`config.mk`:
```
export PLATFORM = sky130hd
export DESIGN_NAME = pipe_hazard_ctrl
export DESIGN_NICKNAME = d
export VERILOG_FILES = /design/src/rtl/pipe_pkg.sv /design/src/rtl/pipe_hazard_ctrl_hazard_cmp.sv /design/src/rtl/pipe_hazard_ctrl.sv
export SDC_FILE = /design/constraint.sdc
export NUM_CORES = 1
export LEC_CHECK = 0
export BUFFER_PORTS_ARGS = -buffer_cell sky130_fd_sc_hd__buf_4
export CAP_MARGIN = 20
export CORE_MARGIN = 5
export CORE_UTILIZATION = 40
export CTS_BUF_LIST = sky130_fd_sc_hd__clkbuf_4
export CTS_CLUSTER_DIAMETER = 50
export DETAILED_ROUTE_END_ITERATION = 7
export GPL_TIMING_DRIVEN = 0
export PLACE_DENSITY = 0.73
export SETUP_SLACK_MARGIN = 0.1
export SYNTH_ARGS = -nofsm -noshare
export SYNTH_HDL_FRONTEND = slang
export SYNTH_SLANG_ARGS = --single-unit
```
`constraint.sdc`:
```
create_clock -name clk -period 2.91 [get_ports clk]
set_clock_uncertainty 0.05 [all_clocks]
set_input_delay 0.1455 -clock clk [delete_from_list [all_inputs] [get_ports clk]]
set_output_delay 0.1455 -clock clk [all_outputs]
set_load 0.02 [all_outputs]
```
`src/rtl/pipe_pkg.sv`:
```
// Shared definitions for the 5-stage pipeline sequencing logic:
// FSM state encoding, register-zero constant, opcode constants and
// small decode/compare helpers used by the hazard controller.
package pipe_pkg;

   // Sequencing class of a cycle; also the visible FSM state encoding.
   typedef enum logic [1:0] {
      ST_RUN   = 2'd0,
      ST_STALL = 2'd1,
      ST_FLUSH = 2'd2,
      ST_HOLD  = 2'd3
   } state_t;

   // Register $zero is hard-wired and can never carry a dependence.
   localparam logic [4:0] REG_ZERO = 5'd0;

   // Opcodes recognised by the main control unit.
   localparam logic [5:0] OP_RTYPE = 6'h00;
   localparam logic [5:0] OP_LW    = 6'h23;
   localparam logic [5:0] OP_SW    = 6'h2b;
   localparam logic [5:0] OP_BEQ   = 6'h04;

   // Single place that decides whether an opcode reads the rt field.
   function automatic logic op_uses_rt(input logic [5:0] opcode);
      logic uses_s;
      case (opcode)
         OP_RTYPE: uses_s = 1'b1;
         OP_SW:    uses_s = 1'b1;
         OP_BEQ:   uses_s = 1'b1;
         OP_LW:    uses_s = 1'b0;
         default:  uses_s = 1'b0;
      endcase
      return uses_s;
   endfunction

   // True when an in-flight writer will update source register r.
   function automatic logic writer_hit(input logic       regwrite,
                                       input logic [4:0] dst,
                                       input logic [4:0] r);
      return regwrite & (dst != REG_ZERO) & (dst == r);
   endfunction

endpackage

```
`src/rtl/pipe_hazard_ctrl_hazard_cmp.sv`:
```
// Pure comparator: does any older in-flight writer target this source
// register? The WB writer only counts when the register bank cannot
// forward a same-cycle write to the read port.
module hazard_cmp
   import pipe_pkg::*;
#(
   parameter int RF_WRITE_FIRST = 1
) (
   input  logic [4:0] src,
   input  logic [4:0] ex_dst,
   input  logic       ex_regwrite,
   input  logic [4:0] mem_dst,
   input  logic       mem_regwrite,
   input  logic [4:0] wb_dst,
   input  logic       wb_regwrite,
   output logic       match
);

   logic wb_hit_s;

   // Combine the EX, MEM and (optionally) WB writer comparisons.
   always_comb begin
      wb_hit_s = 1'b0;
      if (RF_WRITE_FIRST == 0) begin
         wb_hit_s = writer_hit(wb_regwrite, wb_dst, src);
      end else begin
         wb_hit_s = 1'b0;
      end
      match = writer_hit(ex_regwrite, ex_dst, src)
            | writer_hit(mem_regwrite, mem_dst, src)
            | wb_hit_s;
   end

endmodule

```
`src/rtl/pipe_hazard_ctrl.sv`:
```
// Sequencing controller for a 5-stage pipeline without forwarding.
// Stalls ID on RAW hazards, flushes wrong-path work on a taken branch
// resolved in MEM, honours an external freeze, keeps saturating
// stall/flush statistics and a sticky watchdog for over-long stalls.
module pipe_hazard_ctrl
   import pipe_pkg::*;
#(
   parameter int CNT_W          = 16,
   parameter int RF_WRITE_FIRST = 1,
   parameter int MAX_STALL      = 3
) (
   input  logic             clk,
   input  logic             rst,
   input  logic             id_valid,
   input  logic [4:0]       id_rs,
   input  logic [4:0]       id_rt,
   input  logic             id_uses_rt,
   input  logic [4:0]       ex_dst,
   input  logic             ex_regwrite,
   input  logic [4:0]       mem_dst,
   input  logic             mem_regwrite,
   input  logic [4:0]       wb_dst,
   input  logic             wb_regwrite,
   input  logic             br_taken,
   input  logic             ext_hold,
   output logic             pc_we,
   output logic             ifid_we,
   output logic             ifid_flush,
   output logic             idex_bubble,
   output logic             exmem_flush,
   output logic [1:0]       state,
   output logic [CNT_W-1:0] stall_cnt,
   output logic [CNT_W-1:0] flush_cnt,
   output logic             err
);

   // Run length needs to represent 0..MAX_STALL+1.
   localparam int RL_W = $clog2(MAX_STALL + 2);
   localparam logic [RL_W-1:0]  RL_LIMIT = RL_W'(MAX_STALL);
   localparam logic [RL_W-1:0]  RL_TOP   = RL_W'(MAX_STALL + 1);
   localparam logic [RL_W-1:0]  RL_ONE   = RL_W'(1);
   localparam logic [CNT_W-1:0] CNT_MAX  = {CNT_W{1'b1}};
   localparam logic [CNT_W-1:0] CNT_ONE  = CNT_W'(1);

   logic            rs_match_s;
   logic            rt_match_s;
   logic            raw_s;
   logic            stall_ev_s;
   state_t          next_state_s;
   state_t          state_r;
   logic [CNT_W-1:0] stall_cnt_r;
   logic [CNT_W-1:0] flush_cnt_r;
   logic [RL_W-1:0]  run_len_r;
   logic            err_r;

   hazard_cmp #(.RF_WRITE_FIRST(RF_WRITE_FIRST)) u_cmp_rs (
      .src          (id_rs),
      .ex_dst       (ex_dst),
      .ex_regwrite  (ex_regwrite),
      .mem_dst      (mem_dst),
      .mem_regwrite (mem_regwrite),
      .wb_dst       (wb_dst),
      .wb_regwrite  (wb_regwrite),
      .match        (rs_match_s)
   );

   hazard_cmp #(.RF_WRITE_FIRST(RF_WRITE_FIRST)) u_cmp_rt (
      .src          (id_rt),
      .ex_dst       (ex_dst),
      .ex_regwrite  (ex_regwrite),
      .mem_dst      (mem_dst),
      .mem_regwrite (mem_regwrite),
      .wb_dst       (wb_dst),
      .wb_regwrite  (wb_regwrite),
      .match        (rt_match_s)
   );

   // RAW hazard on the ID instruction, and whether this cycle is a counted stall.
   always_comb begin
      raw_s      = id_valid & (rs_match_s | (id_uses_rt & rt_match_s));
      stall_ev_s = raw_s & ~br_taken & ~ext_hold;
   end

   // Prioritised pipeline control: reset, branch flush, hold, stall, run.
   always_comb begin
      pc_we       = 1'b1;
      ifid_we     = 1'b1;
      ifid_flush  = 1'b0;
      idex_bubble = 1'b0;
      exmem_flush = 1'b0;
      if (rst) begin
         pc_we       = 1'b0;
         ifid_we     = 1'b0;
         ifid_flush  = 1'b1;
         idex_bubble = 1'b1;
         exmem_flush = 1'b1;
      end else if (br_taken) begin
         pc_we       = 1'b1;
         ifid_we     = 1'b1;
         ifid_flush  = 1'b1;
         idex_bubble = 1'b1;
         exmem_flush = 1'b1;
      end else if (ext_hold) begin
         pc_we   = 1'b0;
         ifid_we = 1'b0;
      end else if (raw_s) begin
         pc_we       = 1'b0;
         ifid_we     = 1'b0;
         idex_bubble = 1'b1;
      end else begin
         pc_we   = 1'b1;
         ifid_we = 1'b1;
      end
   end

   // Classify the current cycle; this becomes the visible state next cycle.
   always_comb begin
      next_state_s = ST_RUN;
      if (br_taken) begin
         next_state_s = ST_FLUSH;
      end else if (ext_hold) begin
         next_state_s = ST_HOLD;
      end else if (raw_s) begin
         next_state_s = ST_STALL;
      end else begin
         next_state_s = ST_RUN;
      end
   end

   // State register recording the class of the previous cycle.
   always_ff @(posedge clk or posedge rst) begin
      if (rst) begin
         state_r <= ST_RUN;
      end else begin
         state_r <= next_state_s;
      end
   end

   // Saturating count of stall cycles that actually held the pipe.
   always_ff @(posedge clk or posedge rst) begin
      if (rst) begin
         stall_cnt_r <= {CNT_W{1'b0}};
      end else if (stall_ev_s && (stall_cnt_r != CNT_MAX)) begin
         stall_cnt_r <= stall_cnt_r + CNT_ONE;
      end else begin
         stall_cnt_r <= stall_cnt_r;
      end
   end

   // Saturating count of taken-branch flushes.
   always_ff @(posedge clk or posedge rst) begin
      if (rst) begin
         flush_cnt_r <= {CNT_W{1'b0}};
      end else if (br_taken && (flush_cnt_r != CNT_MAX)) begin
         flush_cnt_r <= flush_cnt_r + CNT_ONE;
      end else begin
         flush_cnt_r <= flush_cnt_r;
      end
   end

   // Watchdog: track consecutive stalls and latch err when the run gets too long.
   always_ff @(posedge clk or posedge rst) begin
      if (rst) begin
         run_len_r <= {RL_W{1'b0}};
         err_r     <= 1'b0;
      end else if (stall_ev_s) begin
         if (run_len_r >= RL_LIMIT) begin
            err_r <= 1'b1;
         end else begin
            err_r <= err_r;
         end
         if (run_len_r != RL_TOP) begin
            run_len_r <= run_len_r + RL_ONE;
         end else begin
            run_len_r <= run_len_r;
         end
      end else begin
         run_len_r <= {RL_W{1'b0}};
         err_r     <= err_r;
      end
   end

   assign state     = state_r;
   assign stall_cnt = stall_cnt_r;
   assign flush_cnt = flush_cnt_r;
   assign err       = err_r;

endmodule

```
==> metrics <==
critical setup path kind=input pin to output pin; Via-to-Cell Ratio=4.78; Period minus WS final=2350 ps; Post-synth EDFFs=0; Syn Area/Cell=10.9 um2; Multi-input gate area=1050 um2; Hold Buf Count CTS=1; chip width=81.6 um; most area-consuming cells after synthesis=dfrtp_1 (46%), xnor2_1 (16%), xor2_1 (6.0%); initial detailed-routing violation count=30; fin. max-slew vios=0; top_reg_cell synth=dfrtp_1; Max Freq=425 MHz; IO Port Bufs=67; path depth of the worst reg2reg path=6; fillers=456; # diodes=0; gr usage total=0.147; Fin. Hold Viols=0; startpoint types=input pin; Yosys reg bits=38; syn_nets=228; CTS tree=done; Hold Path Class=input pin to register; Die ar.=6670 um2; fin worst setup slack=555 ps; Yosys cell types=33; Pre-antenna DRT Iters=4; die height=81.6 um; flop2flop setup slack=640 ps; post-route total power=1.28 mW; Final Cycle Share=0.809; leakage=1.27 nW; initial antenna violation count=0; vias=1,602; Crit. End Element=output pin; area grow syn2layout=31.9%; worst r2r dst=stall_cnt[1]; Max-cap violations=0; register area share after synthesis=0.463; H-tree depth=2; Setup TNS=0 ps; RePlAce Congestion=0.796; clk buf depth=2; remaining antenna violation count after routing=0; Max-slew headroom=0.473; layout cells sized above 1=0.343; clk slew on worst S/H paths=110 ps; Root Buffer=clkbuf_4; critical path peak fanout=5; Setup-failing EPs final=0; Synth async-reset ratio=1.00; hold path startpoint=ext_hold; largest net degree at the start of global routing=39; Worst EP arrival=2160 ps; Synth top area share=0.463; Core Rows=26; first-pass GRT wire length=7470 um; Pwr Density=475 nW/um2; Critical Path Sink=pc_we; Cells after Synth=189; aggregate routed wire length=4490 um; I/O pin count=74; worst-margin pin slew=790 ps; origin of the critical flop-to-flop path=stall_cnt[0]; DRC=0; total grt overflow=0; core area=5040 um2; pre-CTS WS=534 ps; RSZ-0062 raised after global routing=no; CP required=2710 ps; top-count cell post-synth=dfrtp_1; Post-synth top cells=dfrtp_1 (38), xnor2_1 (37), nand3_1 (23); Clock Latency Late Sink=350 ps; drt wl/cell=13.4 um; Critical Path Source=mem_dst[0]; DP Wirelength=3540 um; Initial Util=0.407; postcts setup bufs=0; Syn Std Cell Area=2050 um2; TritonCTS Buffers=5; VDD IR max=0.376 mV; status=completed; CTS sink cnt=38; count of cells resized by post-cts repair=0; storage element area=951 um2; Final nets=303; Yosys top cell by area=dfrtp_1; vias in the first global route=1,612; synth warn=0
## worst max-delay path, cell delays in order
cell and delay (ps):
buf_4 120, or4_1 510, o21ai_1 210, nor4_2 90
o21ai_2 240, a21oi_1 190, o21ba_2 270, nor2_1 130
buf_4 120, buf_4 120
## cells by family after synthesis
logic type | Yosys count | synth area share
XOR/XNOR | 51 | 0.218
AO/OA/AOI/OAI | 14 | 0.0615
adder cells (fa/ha/maj) | 5 | 0.0305
flip-flops | 38 | 0.463
multiplexers | 2 | 0.0110
AND/OR/NAND/NOR | 67 | 0.190
buffers and inverters | 12 | 0.0262
## where the power goes
part           leakage [nW]  total (mW)  internal (mW)  switching, mW
sequential            0.513       0.657          0.583         0.0741
combinational         0.720       0.356          0.172          0.184
clock                0.0331       0.272          0.100          0.172
total                  1.27        1.28          0.855          0.430
## placed cells by master, fill, tap and decap left out, types with 3 or more instances in the layout
cell	count
a21oi_1	3
and2_1	4
and3_1	7
buf_4	69
clkbuf_4	6
dfrtp_1	38
ha_1	5
inv_1	7
nand2_1	6
nand3_1	23
nand4_1	8
nor2_1	6
o21ai_2	3
xnor2_1	37
xor2_1	14
## through the flow
stage / cell area [um2] / hold slack [ps] / utilization / cells
2_1_floorplan: 2050 / 236 / - / 189
3_3_place_gp: 2640 / 391 / 0.524 / 326
3_5_place_dp: 2640 / 319 / 0.524 / 326
4_1_cts: 2710 / 22.7 / 0.537 / 335
5_1_grt: 2710 / 20.6 / 0.537 / 335
6_report: 2710 / 35.5 / 0.537 / 335
## layout make-up
type	instances	area share
Multi-Input combinational cell	139	0.387
Sequential cell	38	0.351
Timing Repair Buffer	68	0.189
Tap cell	70	0.0323
Clock buffer	6	0.0166
Inverter	8	0.0111
Buffer	4	0.00878
Clock inverter	2	0.00323
## routing by layer
| layer | part of all wire | track usage | up-vias |
|---|---|---|---|
| met1 | 0.45 | 0.191 | 759 |
| met3 | 0.050 | 0.0384 | 6 |
| li1 | - | - | 803 |
| met4 | 0.018 | 0.0598 | 0 |
| met5 | 0 | 0 | - |
| met2 | 0.48 | 0.231 | 34 |
## flip-flops by register name (all words and copies together) (netlist names)
| signal | count |
|---|---|
| run_len_r | 3 |
| flush_cnt | 16 |
| state | 2 |
| err | 1 |
| stall_cnt | 16 |
## worst min path at each step
| stage | cells past startpoint | endpoint |
|---|---|---|
| after floorplan | 2 | state[1] |
| after global placement | 3 | state[1] |
| after detailed placement | 2 | flush_cnt[3] |
| after CTS | 3 | state[1] |
| after global routing | 2 | state[0] |
| final | 3 | state[1] |
(Power assumes the default switching activity.)
